<file path="src/rtl/idli_pkg.sv">
// Shared types and constants for the idli core.
//   sqi_data_t   : one 4b nibble on the SQI bus.
//   SQI_CMD_READ : SQI memory read command byte.
//   fet_state_t  : fetch unit phase (GAP, CMD, ADDR, DUMMY, DATA).
//   max_u        : elaboration-time maximum of two unsigned values.
package idli_pkg;

  typedef logic [3:0] sqi_data_t;

  localparam logic [7:0] SQI_CMD_READ = 8'h03;

  typedef enum logic [2:0] {
    GAP,
    CMD,
    ADDR,
    DUMMY,
    DATA
  } fet_state_t;

  function automatic int unsigned max_u(input int unsigned a, input int unsigned b);
    return (a > b) ? a : b;
  endfunction

endpackage

</file>
<file path="src/rtl/idli_fetch_m.sv">
// Instruction fetch unit. Issues the SQI read sequence (command, address,
// dummy turnaround) and then streams instruction/immediate nibbles from
// memory to the decoder, one nibble per cycle, tracking the word PC.
//
// Ports:
//   i_fet_gck          clock
//   i_fet_rst_n        asynchronous active-low reset
//   i_fet_stall        backend cannot accept a nibble this cycle
//   i_fet_redirect     abandon the stream and restart at i_fet_redirect_pc
//   i_fet_redirect_pc  redirect target word address
//   o_sqi_cs_n         memory chip select (active-low)
//   o_sqi_sck_en       enable for the externally gated memory clock
//   o_sqi_data         command/address nibble to memory
//   o_sqi_oe           drive o_sqi_data onto the bus
//   i_sqi_data         data nibble from memory
//   o_fet_enc          nibble to decode
//   o_fet_enc_vld      o_fet_enc is valid
//   o_fet_pc           word PC of the word currently streaming
module idli_fetch_m
  import idli_pkg::*;
#(
  parameter logic [15:0] RESET_PC      = 16'h0000,
  parameter int unsigned ADDR_NIBBLES  = 6,
  parameter int unsigned DUMMY_NIBBLES = 2
) (
  input  logic        i_fet_gck,
  input  logic        i_fet_rst_n,
  input  logic        i_fet_stall,
  input  logic        i_fet_redirect,
  input  logic [15:0] i_fet_redirect_pc,
  output logic        o_sqi_cs_n,
  output logic        o_sqi_sck_en,
  output sqi_data_t   o_sqi_data,
  output logic        o_sqi_oe,
  input  sqi_data_t   i_sqi_data,
  output sqi_data_t   o_fet_enc,
  output logic        o_fet_enc_vld,
  output logic [15:0] o_fet_pc
);

  localparam int unsigned CNT_MAX = max_u(max_u(2, ADDR_NIBBLES), max_u(DUMMY_NIBBLES, 4));
  localparam int unsigned CNT_W   = $clog2(CNT_MAX);
  localparam int unsigned ADDR_W  = 4 * ADDR_NIBBLES;

  fet_state_t        state_q, state_d;
  logic [CNT_W-1:0]  cnt_q, cnt_d;
  logic [15:0]       pc_q, pc_d;

  logic              advance;
  logic [ADDR_W-1:0] byte_addr;
  logic [ADDR_W-1:0] addr_sh;
  logic [CNT_W-1:0]  addr_idx;

  always_ff @(posedge i_fet_gck or negedge i_fet_rst_n) begin
    if (!i_fet_rst_n) begin
      state_q <= CMD;
      cnt_q   <= '0;
      pc_q    <= RESET_PC;
    end else begin
      state_q <= state_d;
      cnt_q   <= cnt_d;
      pc_q    <= pc_d;
    end
  end

  // Redirect beats stall: either one freezes the memory clock this cycle.
  assign advance = ~i_fet_stall & ~i_fet_redirect;

  // Byte address of the current word, sent most-significant nibble first.
  assign byte_addr = ADDR_W'({pc_q, 1'b0});
  assign addr_idx  = CNT_W'(ADDR_NIBBLES - 1) - cnt_q;
  assign addr_sh   = byte_addr >> {addr_idx, 2'b00};

  assign o_fet_enc = i_sqi_data;
  assign o_fet_pc  = pc_q;

  always_comb begin
    state_d       = state_q;
    cnt_d         = cnt_q;
    pc_d          = pc_q;
    o_sqi_cs_n    = 1'b1;
    o_sqi_sck_en  = 1'b0;
    o_sqi_data    = '0;
    o_sqi_oe      = 1'b0;
    o_fet_enc_vld = 1'b0;

    unique case (state_q)
      GAP: begin
        if (advance) state_d = CMD;
      end
      CMD: begin
        o_sqi_cs_n   = 1'b0;
        o_sqi_sck_en = advance;
        o_sqi_oe     = 1'b1;
        o_sqi_data   = (cnt_q == '0) ? SQI_CMD_READ[7:4] : SQI_CMD_READ[3:0];
        if (advance) begin
          if (cnt_q == CNT_W'(1)) begin
            state_d = ADDR;
            cnt_d   = '0;
          end else begin
            cnt_d = cnt_q + CNT_W'(1);
          end
        end
      end
      ADDR: begin
        o_sqi_cs_n   = 1'b0;
        o_sqi_sck_en = advance;
        o_sqi_oe     = 1'b1;
        o_sqi_data   = addr_sh[3:0];
        if (advance) begin
          if (cnt_q == CNT_W'(ADDR_NIBBLES - 1)) begin
            state_d = (DUMMY_NIBBLES == 0) ? DATA : DUMMY;
            cnt_d   = '0;
          end else begin
            cnt_d = cnt_q + CNT_W'(1);
          end
        end
      end
      DUMMY: begin
        o_sqi_cs_n   = 1'b0;
        o_sqi_sck_en = advance;
        if (advance) begin
          if (cnt_q == CNT_W'(DUMMY_NIBBLES - 1)) begin
            state_d = DATA;
            cnt_d   = '0;
          end else begin
            cnt_d = cnt_q + CNT_W'(1);
          end
        end
      end
      DATA: begin
        o_sqi_cs_n    = 1'b0;
        o_sqi_sck_en  = advance;
        o_fet_enc_vld = advance;
        if (advance) begin
          if (cnt_q == CNT_W'(3)) begin
            cnt_d = '0;
            pc_d  = pc_q + 16'd1;
            // Re-issue the address on wrap instead of trusting the memory's own wrap.
            if (pc_q == 16'hFFFF) state_d = GAP;
          end else begin
            cnt_d = cnt_q + CNT_W'(1);
          end
        end
      end
      default: begin
        state_d = GAP;
        cnt_d   = '0;
      end
    endcase

    if (i_fet_redirect) begin
      state_d = GAP;
      cnt_d   = '0;
      pc_d    = i_fet_redirect_pc;
    end

    // Reset state is CMD, but the bus must be idle while reset is held.
    if (!i_fet_rst_n) begin
      o_sqi_cs_n    = 1'b1;
      o_sqi_sck_en  = 1'b0;
      o_sqi_data    = '0;
      o_sqi_oe      = 1'b0;
      o_fet_enc_vld = 1'b0;
    end
  end

endmodule

</file>
<file path="config.mk">
export PLATFORM = sky130hd
export DESIGN_NAME = idli_fetch_m
export DESIGN_NICKNAME = d
export VERILOG_FILES = /design/src/rtl/idli_pkg.sv /design/src/rtl/idli_fetch_m.sv
export SDC_FILE = /design/constraint.sdc
export NUM_CORES = 1
export LEC_CHECK = 0
export BUFFER_PORTS_ARGS = -buffer_cell sky130_fd_sc_hd__buf_4
export CORE_UTILIZATION = 53
export CTS_BUF_LIST = sky130_fd_sc_hd__clkbuf_8
export DETAILED_ROUTE_END_ITERATION = 8
export MAX_ROUTING_LAYER = met4
export PLACE_DENSITY = 0.89
export SETUP_SLACK_MARGIN = 0.4
export SLEW_MARGIN = 10
export SYNTH_ARGS = -nofsm -noshare
export SYNTH_HDL_FRONTEND = slang
export SYNTH_SLANG_ARGS = --single-unit
</file>
<file path="constraint.sdc">
create_clock -name i_fet_gck -period 2.3 [get_ports i_fet_gck]
set_clock_uncertainty 0.15 [all_clocks]
set_input_delay 0.23 -clock i_fet_gck [delete_from_list [all_inputs] [get_ports i_fet_gck]]
set_output_delay 0.23 -clock i_fet_gck [all_outputs]
set_load 0.1 [all_outputs]
</file>
==> summary.txt <==
Clocking
  • H-Tree Depth: 1
  • Root Buffer: clkbuf_8
  • Clk pin slew, worst setup/hold paths: 0.09 ns
  • Num CTS Buffers: 3
  • Clock buffer depth: 2
  • Clk sinks: 22
  • Clock latency on the worst-skew pair: 0.27 ns
  • CTS tree: done

Critical path
  • CP Class: flip-flop to output pin
  • Critical-path maximum fanout: 4
  • CP required: 1.92 ns
  • Launching element type of the critical path: flip-flop
  • Crit end category: output pin
  • Arrival time at the worst endpoint: 1.89 ns

Global route
  • Total track usage: 0.362
  • Largest net degree at the start of global routing: 24
  • First-pass GRT wire length: 8940 um
  • Vias in the first global route: 1,835
  • Antenna violations before repair: 0
  • Gr ovfl total: 0

Timing
  • Fmax: 440 MHz
  • Tcrit/Tclk final: 0.989
  • Setup violators final: 0
  • RSZ-0062 raised after global routing: yes
  • Post-route setup slack: 0.0253 ns
  • Worst slew pin tran: 0.706 ns
  • Max-slew headroom: 0.528
  • Max-slew violation count: 0
  • Hold slack final: 0.0160 ns
  • Min cycle time layout: 2.27 ns
  • Fin. Hold Viols: 0

Synth
  • Synth Area in Compound Gates: 0.159
  • Post-synthesis adder-cell area fraction: 0.0522
  • Post-Syn Nets: 223
  • Synth Instances: 192
  • Synth Flop Type: dfrtp_1
  • Syn_area_per_cell: 8.75 sq um
  • Register bit count reported by yosys: 22
  • Yosys cell types: 46
  • Area of the mapped netlist: 0.00168 sq mm
  • Combinational family with the most area after synthesis: simple AND/OR/NAND/NOR gates
  • Async S/R FF share, synth: 1.00
  • Sequential area share after synthesis: 0.329
  • Xor-xnor portion of the synthesized cell area: 0.0469
  • Simple-gate share of the synthesized area: 0.271
  • YS warnings: 0
  • Multiplexer share of the synthesized area: 0.0589
  • Number of synthesized flops with an enable pin: 0

Pwr
  • P_leak: 1.13 nW
  • Logic pwr share: 0.357
  • Seq pwr share: 0.361
  • Sw Share: 0.399
  • Clock network power share: 0.283
  • Switch Pwr: 0.533 mW
  • PD cells: 487 mW/mm^2
  • Power Internal: 0.802 mW
  • Worst IR Drop VDD: 0.514 mV

Placed design
  • GP Congestion: 0.902
  • Port-buffer cells: 43
  • Pre-CTS setup slack: 0.197 ns
  • Placed wire-length estimate: 3190 um

Run
  • Max-Cap Viols: 0

Detailed routing
  • Post-Route WL: 6780 um
  • DRC: 0
  • Starting DRC count in detailed routing: 240
  • Via count: 2,040
  • Post-DRT Antenna Nets: 0
  • Vias per cell: 6.71
  • DR WL/cell: 22.3 um
  • Initial DRT Pass Iterations: 7

Final layout
  • Nets: 292
  • Core Util, Final: 0.905
  • Area grow syn2layout: 63.3%
  • Commonest non-fill, non-tap cell in the layout: buf_4
  • N_diodes: 0
  • Layout cell share with drive strength beyond 1: 0.550
  • Most frequent cells in the layout: buf_4 (58), nand2_1 (13), dfrtp_2 (11)
  • Fillcell total: 126

Floorplanning
  • Die height: 58.3 um
  • Starting Density: 0.555
  • # IOs: 52
  • Core area: 0.00303 sq mm
  • Die area: 0.00340 sq mm
  • Die Width: 58.3 um
  • # rows: 20

Worst hold path
  • Hold Path Class: primary input to flip-flop

Outcome
  • Status: complete, no violations
cell families (layout without fill, tap and decap cells):
family / after synthesis / in the layout
compound gates: 42 / 42
mux: 6 / 6
buf+inv: 25 / 93
fa+ha+maj: 7 / 7
xor+xnor: 9 / 9
flops: 22 / 22
simple gates: 81 / 81
final timing paths:
kind / start / end / slack [ns] / cells past startpoint
max: cnt_q[1] / o_sqi_data[0] / 0.03 / 8
min: i_fet_redirect_pc[4] / o_fet_pc[4] / 0.02 / 3
max reg2reg: cnt_q[1] / o_fet_pc[15] / 0.03 / 10
min reg2reg: o_fet_pc[9] / o_fet_pc[9] / 0.42 / 1
max in group asynchronous: i_fet_rst_n / o_fet_pc[11] / 0.89 / 3
min in group asynchronous: i_fet_rst_n / o_fet_pc[6] / 0.50 / 2
routing by layer:
layer	up-vias	part of all wire	GRT usage
met3	56	0.096	0.0603
li1	834	-	-
met4	0	0.062	0.153
met2	194	0.50	0.611
met1	956	0.34	0.426
met5	-	0	-
power by group through the flow:
stage	Sequential, mW	Combinational [mW]	Clock (mW)
2_1_floorplan	0.651	0.152	0
3_3_place_gp	0.479	0.403	0
3_5_place_dp	0.479	0.407	0
4_1_cts	0.473	0.436	0.366
5_1_grt	0.484	0.491	0.385
6_report	0.481	0.476	0.377
metrics by stage:
stage | power [mW] | std cells | TNS, ns | instance area (sq um)
3_3_place_gp | 0.883 | 273 | 0 | 2130
6_report | 1.33 | 304 | 0 | 2740
2_1_floorplan | 0.804 | 192 | -0.280 | 1800
5_1_grt | 1.36 | 304 | -0.00638 | 2740
4_1_cts | 1.28 | 296 | 0 | 2520
3_5_place_dp | 0.885 | 273 | 0 | 2130
layout make-up:
class	count	area [sq um]	area share
multi-input combinational	145	1220	0.447
timing repair buffer	79	758	0.277
sequential	22	592	0.216
tap	44	55.1	0.0201
clock buffer	3	41.3	0.0151
inverter	10	40.0	0.0146
clock inverter	1	30.0	0.0110
registers in the layout, summed over array words and instances, names as in the netlist:
register / cells
cnt_q: 3
state_q: 3
o_fet_pc: 16
Yosys cell counts, types with 4 or more instances:
| cell type | n | area (sq um) |
|---|---|---|
| dfrtp_1 | 21 | 526 |
| nand2_1 | 15 | 56.3 |
| nand3_1 | 14 | 70.1 |
| o21ai_0 | 14 | 70.1 |
| and3_1 | 10 | 62.6 |
| inv_1 | 10 | 37.5 |
| a21oi_1 | 8 | 40.0 |
| nor2_1 | 8 | 30.0 |
| ha_1 | 7 | 87.6 |
| nor3_1 | 7 | 35.0 |
| buf_4 | 6 | 45.0 |
| nand4_1 | 6 | 37.5 |
| or3_1 | 6 | 37.5 |
| a31oi_1 | 5 | 31.3 |
| clkbuf_1 | 5 | 18.8 |
| xor2_1 | 5 | 43.8 |
| xnor2_1 | 4 | 35.0 |
worst max-delay path, stage by stage (launching register included):
cell and delay (ns):
dfrtp_1 0.39, buf_6 0.12, inv_4 0.04, ha_4 0.29
nand3b_1 0.12, o21ai_2 0.10, a21oi_2 0.11, o31ai_4 0.24
buf_12 0.21
repair_timing:
action / in CTS / in global routing
pin swaps: 10 / 17
setup endpoints to repair: 16 / 26
hold buffers: 1 / 0
hold endpoints to repair: 22 / 0
buffers inserted: 18 / 8
resized for setup: 39 / 38
Power figures use the tool's default switching activity.
